===== src/rtl/fetch_pkg.sv =====
// Shared constants and helpers for the instruction fetch front end.
package fetch_pkg;

  localparam int XLEN = 32;
  localparam int ILEN = 32;
  localparam logic [ILEN-1:0] INSTR_NOP = 32'h0000_0013;
  localparam int PC_STEP = 4;

  function automatic int clog2(input int value);
    int r;
    r = 0;
    while ((1 << r) < value) begin
      r++;
    end
    return r;
  endfunction

endpackage


===== src/rtl/if_fetch_buf.sv =====
// Synchronous FIFO holding fetched {pc, instr} entries; flush empties it in one cycle.
module if_fetch_buf
  import fetch_pkg::*;
#(
  parameter int WIDTH = 64,
  parameter int DEPTH = 4,
  parameter int CW    = clog2(DEPTH + 1)
) (
  input  logic             clk_i,
  input  logic             rst_i,
  input  logic             push_i,
  input  logic             pop_i,
  input  logic             flush_i,
  input  logic [WIDTH-1:0] wdata_i,
  output logic [WIDTH-1:0] rdata_o,
  output logic             full_o,
  output logic             empty_o,
  output logic [CW-1:0]    count_o
);

  localparam int AW = clog2(DEPTH);

  logic [WIDTH-1:0] mem_q [DEPTH];
  logic [AW-1:0]    wr_ptr_q, rd_ptr_q;
  logic [CW-1:0]    count_q;
  logic             do_push, do_pop;

  assign full_o  = (count_q == CW'(DEPTH));
  assign empty_o = (count_q == '0);
  assign count_o = count_q;
  assign rdata_o = mem_q[rd_ptr_q];

  // A push into a full buffer is only legal when the head leaves in the same cycle.
  assign do_push = push_i & (~full_o | pop_i);
  assign do_pop  = pop_i & ~empty_o;

  always_ff @(posedge clk_i) begin
    if (do_push) begin
      mem_q[wr_ptr_q] <= wdata_i;
    end
  end

  always_ff @(posedge clk_i) begin
    if (rst_i || flush_i) begin
      wr_ptr_q <= '0;
      rd_ptr_q <= '0;
      count_q  <= '0;
    end else begin
      if (do_push) begin
        wr_ptr_q <= wr_ptr_q + AW'(1);
      end
      if (do_pop) begin
        rd_ptr_q <= rd_ptr_q + AW'(1);
      end
      count_q <= count_q + CW'(do_push) - CW'(do_pop);
    end
  end

  a_no_overflow: assert property (@(posedge clk_i) disable iff (rst_i)
    !(push_i && full_o && !pop_i && !flush_i));

endmodule


===== src/rtl/if_fetch_unit.sv =====
// Instruction fetch front end: credit-limited imem requests, response queue, decode handshake.
// Optional misaligned-redirect halt is compiled in with IF_MISALIGN_CHECK_EN.
module if_fetch_unit #(
  parameter int              XLEN     = fetch_pkg::XLEN,
  parameter int              DEPTH    = 4,
  parameter logic [XLEN-1:0] RESET_PC = '0
) (
  input  logic                     clk,
  input  logic                     rst,
  input  logic                     redirect_valid,
  input  logic [XLEN-1:0]          redirect_pc,
  output logic                     imem_req_valid,
  input  logic                     imem_req_ready,
  output logic [XLEN-1:0]          imem_req_addr,
  input  logic                     imem_rsp_valid,
  input  logic [fetch_pkg::ILEN-1:0] imem_rsp_data,
  output logic                     id_valid,
  input  logic                     id_ready,
  output logic [fetch_pkg::ILEN-1:0] id_instr,
  output logic [XLEN-1:0]          id_pc
`ifdef IF_MISALIGN_CHECK_EN
  ,output logic                    id_misalign
`endif
);

  import fetch_pkg::*;

  localparam int             CW      = clog2(DEPTH + 1);
  localparam int             EW      = XLEN + ILEN;
  localparam logic [CW:0]    CREDITS = (CW + 1)'(DEPTH);
  localparam logic [XLEN-1:0] STEP   = XLEN'(PC_STEP);

  logic [XLEN-1:0] fetch_pc_q, rsp_pc_q, redir_pc;
  logic [CW-1:0]   outstanding_q, outstanding_d, drop_q, buf_count;
  logic [CW:0]     credit_used;
  logic [EW-1:0]   buf_head;
  logic            buf_full, buf_empty;
  logic            req_fire, push, pop, halt_active;
  logic [XLEN-1:0] head_pc;
  logic [ILEN-1:0] head_instr;

  assign redir_pc    = {redirect_pc[XLEN-1:2], 2'b00};
  assign credit_used = {1'b0, outstanding_q} + {1'b0, buf_count};

  assign imem_req_valid = ~rst & ~redirect_valid & ~halt_active & (credit_used < CREDITS);
  assign imem_req_addr  = fetch_pc_q;
  assign req_fire       = imem_req_valid & imem_req_ready;

  // A response landing in a redirect cycle is stale and counts against outstanding only.
  assign push = ~rst & imem_rsp_valid & ~redirect_valid & (drop_q == '0);

  assign id_valid = ~rst & ~redirect_valid & (halt_active | ~buf_empty);
  assign pop      = id_valid & id_ready & ~halt_active;

  assign outstanding_d = outstanding_q + CW'(req_fire) - CW'(imem_rsp_valid);

  assign head_pc    = buf_head[EW-1:ILEN];
  assign head_instr = buf_head[ILEN-1:0];

  if_fetch_buf #(
    .WIDTH (EW),
    .DEPTH (DEPTH),
    .CW    (CW)
  ) u_buf (
    .clk_i   (clk),
    .rst_i   (rst),
    .push_i  (push),
    .pop_i   (pop),
    .flush_i (redirect_valid),
    .wdata_i ({rsp_pc_q, imem_rsp_data}),
    .rdata_o (buf_head),
    .full_o  (buf_full),
    .empty_o (buf_empty),
    .count_o (buf_count)
  );

  always_ff @(posedge clk) begin
    if (rst) begin
      fetch_pc_q    <= RESET_PC;
      rsp_pc_q      <= RESET_PC;
      outstanding_q <= '0;
      drop_q        <= '0;
    end else begin
      outstanding_q <= outstanding_d;
      if (redirect_valid) begin
        fetch_pc_q <= redir_pc;
        rsp_pc_q   <= redir_pc;
        drop_q     <= outstanding_d;
      end else begin
        if (req_fire) begin
          fetch_pc_q <= fetch_pc_q + STEP;
        end
        if (imem_rsp_valid) begin
          if (drop_q != '0) begin
            drop_q <= drop_q - CW'(1);
          end else begin
            rsp_pc_q <= rsp_pc_q + STEP;
          end
        end
      end
    end
  end

`ifdef IF_MISALIGN_CHECK_EN
  logic            halt_q;
  logic [XLEN-1:0] halt_pc_q;

  // Sticky until a later aligned redirect; the halted slot presents a NOP tagged misaligned.
  always_ff @(posedge clk) begin
    if (rst) begin
      halt_q    <= 1'b0;
      halt_pc_q <= '0;
    end else if (redirect_valid) begin
      halt_q    <= |redirect_pc[1:0];
      halt_pc_q <= redirect_pc;
    end
  end

  assign halt_active = halt_q;
  assign id_misalign = id_valid & halt_q;
  assign id_pc       = halt_q ? halt_pc_q : head_pc;
  assign id_instr    = halt_q ? INSTR_NOP : head_instr;
`else
  logic unused_redirect_lsb;

  assign unused_redirect_lsb = ^redirect_pc[1:0];
  assign halt_active         = 1'b0;
  assign id_pc               = head_pc;
  assign id_instr            = head_instr;
`endif

  a_rsp_has_req: assert property (@(posedge clk) disable iff (rst)
    imem_rsp_valid |-> (outstanding_q != '0));
  a_credit_push: assert property (@(posedge clk) disable iff (rst)
    !(push && buf_full && !pop));

endmodule

===== config.mk =====
export PLATFORM = sky130hd
export DESIGN_NAME = if_fetch_unit
export DESIGN_NICKNAME = d
export VERILOG_FILES = /design/src/rtl/fetch_pkg.sv /design/src/rtl/if_fetch_buf.sv /design/src/rtl/if_fetch_unit.sv
export SDC_FILE = /design/constraint.sdc
export NUM_CORES = 1
export LEC_CHECK = 0
export ABC_CLOCK_PERIOD_IN_PS = 6000
export BUFFER_PORTS_ARGS = -buffer_cell sky130_fd_sc_hd__buf_4
export CORE_UTILIZATION = 45
export CTS_CLUSTER_SIZE = 24
export DETAILED_ROUTE_END_ITERATION = 10
export SLEW_MARGIN = 20
export SYNTH_ARGS = -nofsm -noshare
export SYNTH_HDL_FRONTEND = slang
export SYNTH_HIERARCHICAL = 1
export SYNTH_SLANG_ARGS = --single-unit

===== constraint.sdc =====
create_clock -name clk -period 6 [get_ports clk]
set_input_delay 0.3 -clock clk [delete_from_list [all_inputs] [get_ports clk]]
set_output_delay 0.3 -clock clk [all_outputs]
set_load 0.01 [all_outputs]

==> out/qor.json <==
{
  "status": {
    "status": "complete, no violations"
  },
  "job": {
    "max_cap_viol_count": 0
  },
  "power_and_ir_drop": {
    "leakage_power_nw": 5.75,
    "power_frac_clock_pct": 41.8,
    "peakVddDrop_v": 0.000147,
    "internal_power_w": 0.00404,
    "power_frac_comb_pct": 7.6,
    "sequentialPowerShare_pct": 50.6,
    "power.share.switching_pct": 22.2,
    "switching_power_w": 0.00115,
    "powerDensity_nw_per_um2": 306
  },
  "floorplan": {
    "design.die.area_sq_um": 31400,
    "placement_rows": 63,
    "design.core.area_sq_um": 30000,
    "dieWidth_um": 177,
    "initial_core_util_pct": 46.1,
    "num_io_pins": 168,
    "die_height_um": 177
  },
  "sta": {
    "post-route-period-util_pct": 59.8,
    "fin_skew_ns": 0.00992,
    "timing_max_transition_violations_final": 0,
    "rsz_0062_raised_after_global_routing": "no",
    "layout_min_cycle_time_ns": 3.59,
    "setup_tns_ns": 0,
    "setup_ws_ns": 2.41,
    "max_slew.worst_pin.slew_ns": 1.01,
    "report.final.hold_viol_count": 0,
    "endpoints_failing_setup": 0,
    "fmax_mhz": 279,
    "timing.slew.headroom_pct": 32.8
  },
  "critical_path": {
    "worst_path_dominant_cell_family": "adder cells",
    "worstReg2RegEnd": "drop_q[2]",
    "critPathLaunch": "u_buf/count_o[1]",
    "reg2reg_slack_ns": 2.41,
    "timing.setup.critical_path_class": "reg2reg",
    "worst_r2r_path_depth": 13,
    "cp-end-kind": "register",
    "critical-path-slowest-cell": "dfxtp_1",
    "cp_common_cell": "ha_1",
    "timing.rr.start": "u_buf/count_o[1]",
    "worstSetupEndpoint": "drop_q[2]",
    "critical_path_arrival_ns": 3.99,
    "cp_slowest_stage_delay_ns": 0.44,
    "critical_path.cell_chain": "ha_1, and3_1, nor3_2, buf_4, inv_1, ha_1, inv_1, ha_1, fa_1, xnor2_1, xnor2_1, nor2_1, a22o_1",
    "buffering_stage_count_on_the_worst_path_with_inverters_included": 3,
    "crit_required_ns": 6.40,
    "worst_setup_path_start_kind": "register",
    "worstSetupPathDepth": 13,
    "crit_path_max_fanout": 18
  },
  "grt": {
    "grtUsageTotal_pct": 20.4,
    "grt_max_degree": 65,
    "antenna_found_initial": 0,
    "first_pass_grt_wire_length_mm": 49.0,
    "total_gr_overflow": 0,
    "via_count_of_the_first_global_routing_pass": 8793
  },
  "routing": {
    "via_per_inst": 5.78,
    "detail_route.wl_per_cell_um": 20.8,
    "detailroute.wirelength.met3_mm": 2.10,
    "drc_errors": 0,
    "routed-wl-met2_mm": 14.6,
    "initialDrtViolationCount": 678,
    "maxUsedRoutingLayer": "met4",
    "via_count": 8737,
    "drt-met1-wl_mm": 14.0,
    "wl_mm": 31.4,
    "first_pass_detailed_route_iteration_total": 5,
    "ant_nets": 0
  },
  "placed_design": {
    "place_ws_ns": 2.45,
    "globalplace.congestion": 0.868,
    "place.port_buffers": 163,
    "post-dp-hpwl_mm": 19.5,
    "placed_cells": 1414
  },
  "final_layout": {
    "drive_gt1_share_pct": 27.6,
    "finalNetCount": 1180,
    "synthToLayoutAreaGrowth_pct": 22.6,
    "fin_cells": 1512,
    "layout.core_utilization_pct": 56.5,
    "n_antenna_cell": 0
  },
  "yosys": {
    "synthCells": 894,
    "synthesized_area_sq_um": 13800,
    "synth_warnings": 6,
    "avgSynthCellArea_sq_um": 15.5
  },
  "clock_tree": {
    "worst_skew_pair.late_latency_ns": 0.51,
    "tritoncts_clock_tree": "done",
    "clockBufferDepth": 3,
    "cts_root_buffer": "clkbuf_16",
    "cts_max_level": 2,
    "cts.sinks": 331,
    "cts_inserted_buffers": 36,
    "ctsResizeCount": 0,
    "path_clk_slew_ns": 0.06
  },
  "hold_path": {
    "timing.hold.worst.class": "in2reg",
    "hold-path-cell-count": 3
  }
}
worst min-delay path, cell delays in order:
cell     delay, ns
buf_4         0.12
nand2_1       0.06
a31oi_1       0.07
placed cells by master (no fill, tap or decap), drive strengths merged, types with 10 or more instances in the layout:
cell type	n
a31oi	13
and3	11
and4	11
buf	174
clkbuf	50
clkinv	10
conb	10
dfxtp	75
dlygate4sd3	32
edfxtp	256
ha	14
inv	22
mux4	64
nand2	46
nand3	30
nand4	22
nor2	29
nor3	17
nor4	23
o211ai	14
o21a	13
o21ai	13
o31a	19
or3	12
or4	15
xnor2	15
worst min-delay path by stage:
stage | from | endpoint | slack (ns)
detailed placement | u_buf/rd_ptr_q[0] | register | 0.48
global route | redirect_pc[16] | imem_req_addr[16] | 0.09
global placement | u_buf/rd_ptr_q[0] | register | 0.48
floorplan | rst | u_buf/count_o[2] | 0.38
finish | redirect_pc[14] | imem_req_addr[14] | 0.10
CTS | redirect_pc[16] | imem_req_addr[16] | 0.08
timing repair:
action / in CTS / in global routing
buffers inserted: 0 / 0
hold buffers: 32 / 0
endpoints found under the hold margin: 128 / 0
state kept, by name, summed over array words and instances, names as in the netlist, named ones only:
| register | count |
|---|---|
| u_buf/count_o | 3 |
| rsp_pc_q | 30 |
| imem_req_addr | 30 |
| u_buf/mem_q | 256 |
| u_buf/wr_ptr_q | 2 |
| outstanding_q | 3 |
| u_buf/rd_ptr_q | 2 |
| drop_q | 3 |
metrics by stage:
stage	total power, W	hold slack [ns]	area [sq um]
after detailed placement	0.00305	0.482	15400
after floorplan	0.00286	0.377	13800
after global placement	0.00304	0.477	15400
final	0.00519	0.103	16900
after CTS	0.00524	0.0789	16900
after global routing	0.00538	0.0881	16900
power groups by stage:
stage          Combinational [W]  Clock [W]  Sequential, W
6_report                0.000396    0.00217        0.00262
5_1_grt                 0.000435    0.00231        0.00263
4_1_cts                 0.000398    0.00222        0.00262
3_5_place_dp            0.000379          0        0.00267
3_3_place_gp            0.000372          0        0.00267
2_1_floorplan           0.000216          0        0.00265
layout make-up:
type,count,area [sq um]
inverters,21,78.8
fillers,2436,13000
well taps,390,488
multi-input cells,498,4360
clock buffers,50,1040
flip-flops and latches,331,9190
repair buffers,206,1630
clock inverters,16,141
layer usage:
layer	GRT usage [%]	vias to the layer above
li1	-	4023
met1	28.5	4339
met2	32.7	317
met3	3.72	58
met4	5.93	0
met5	0	-
Power figures use the tool's default switching activity.
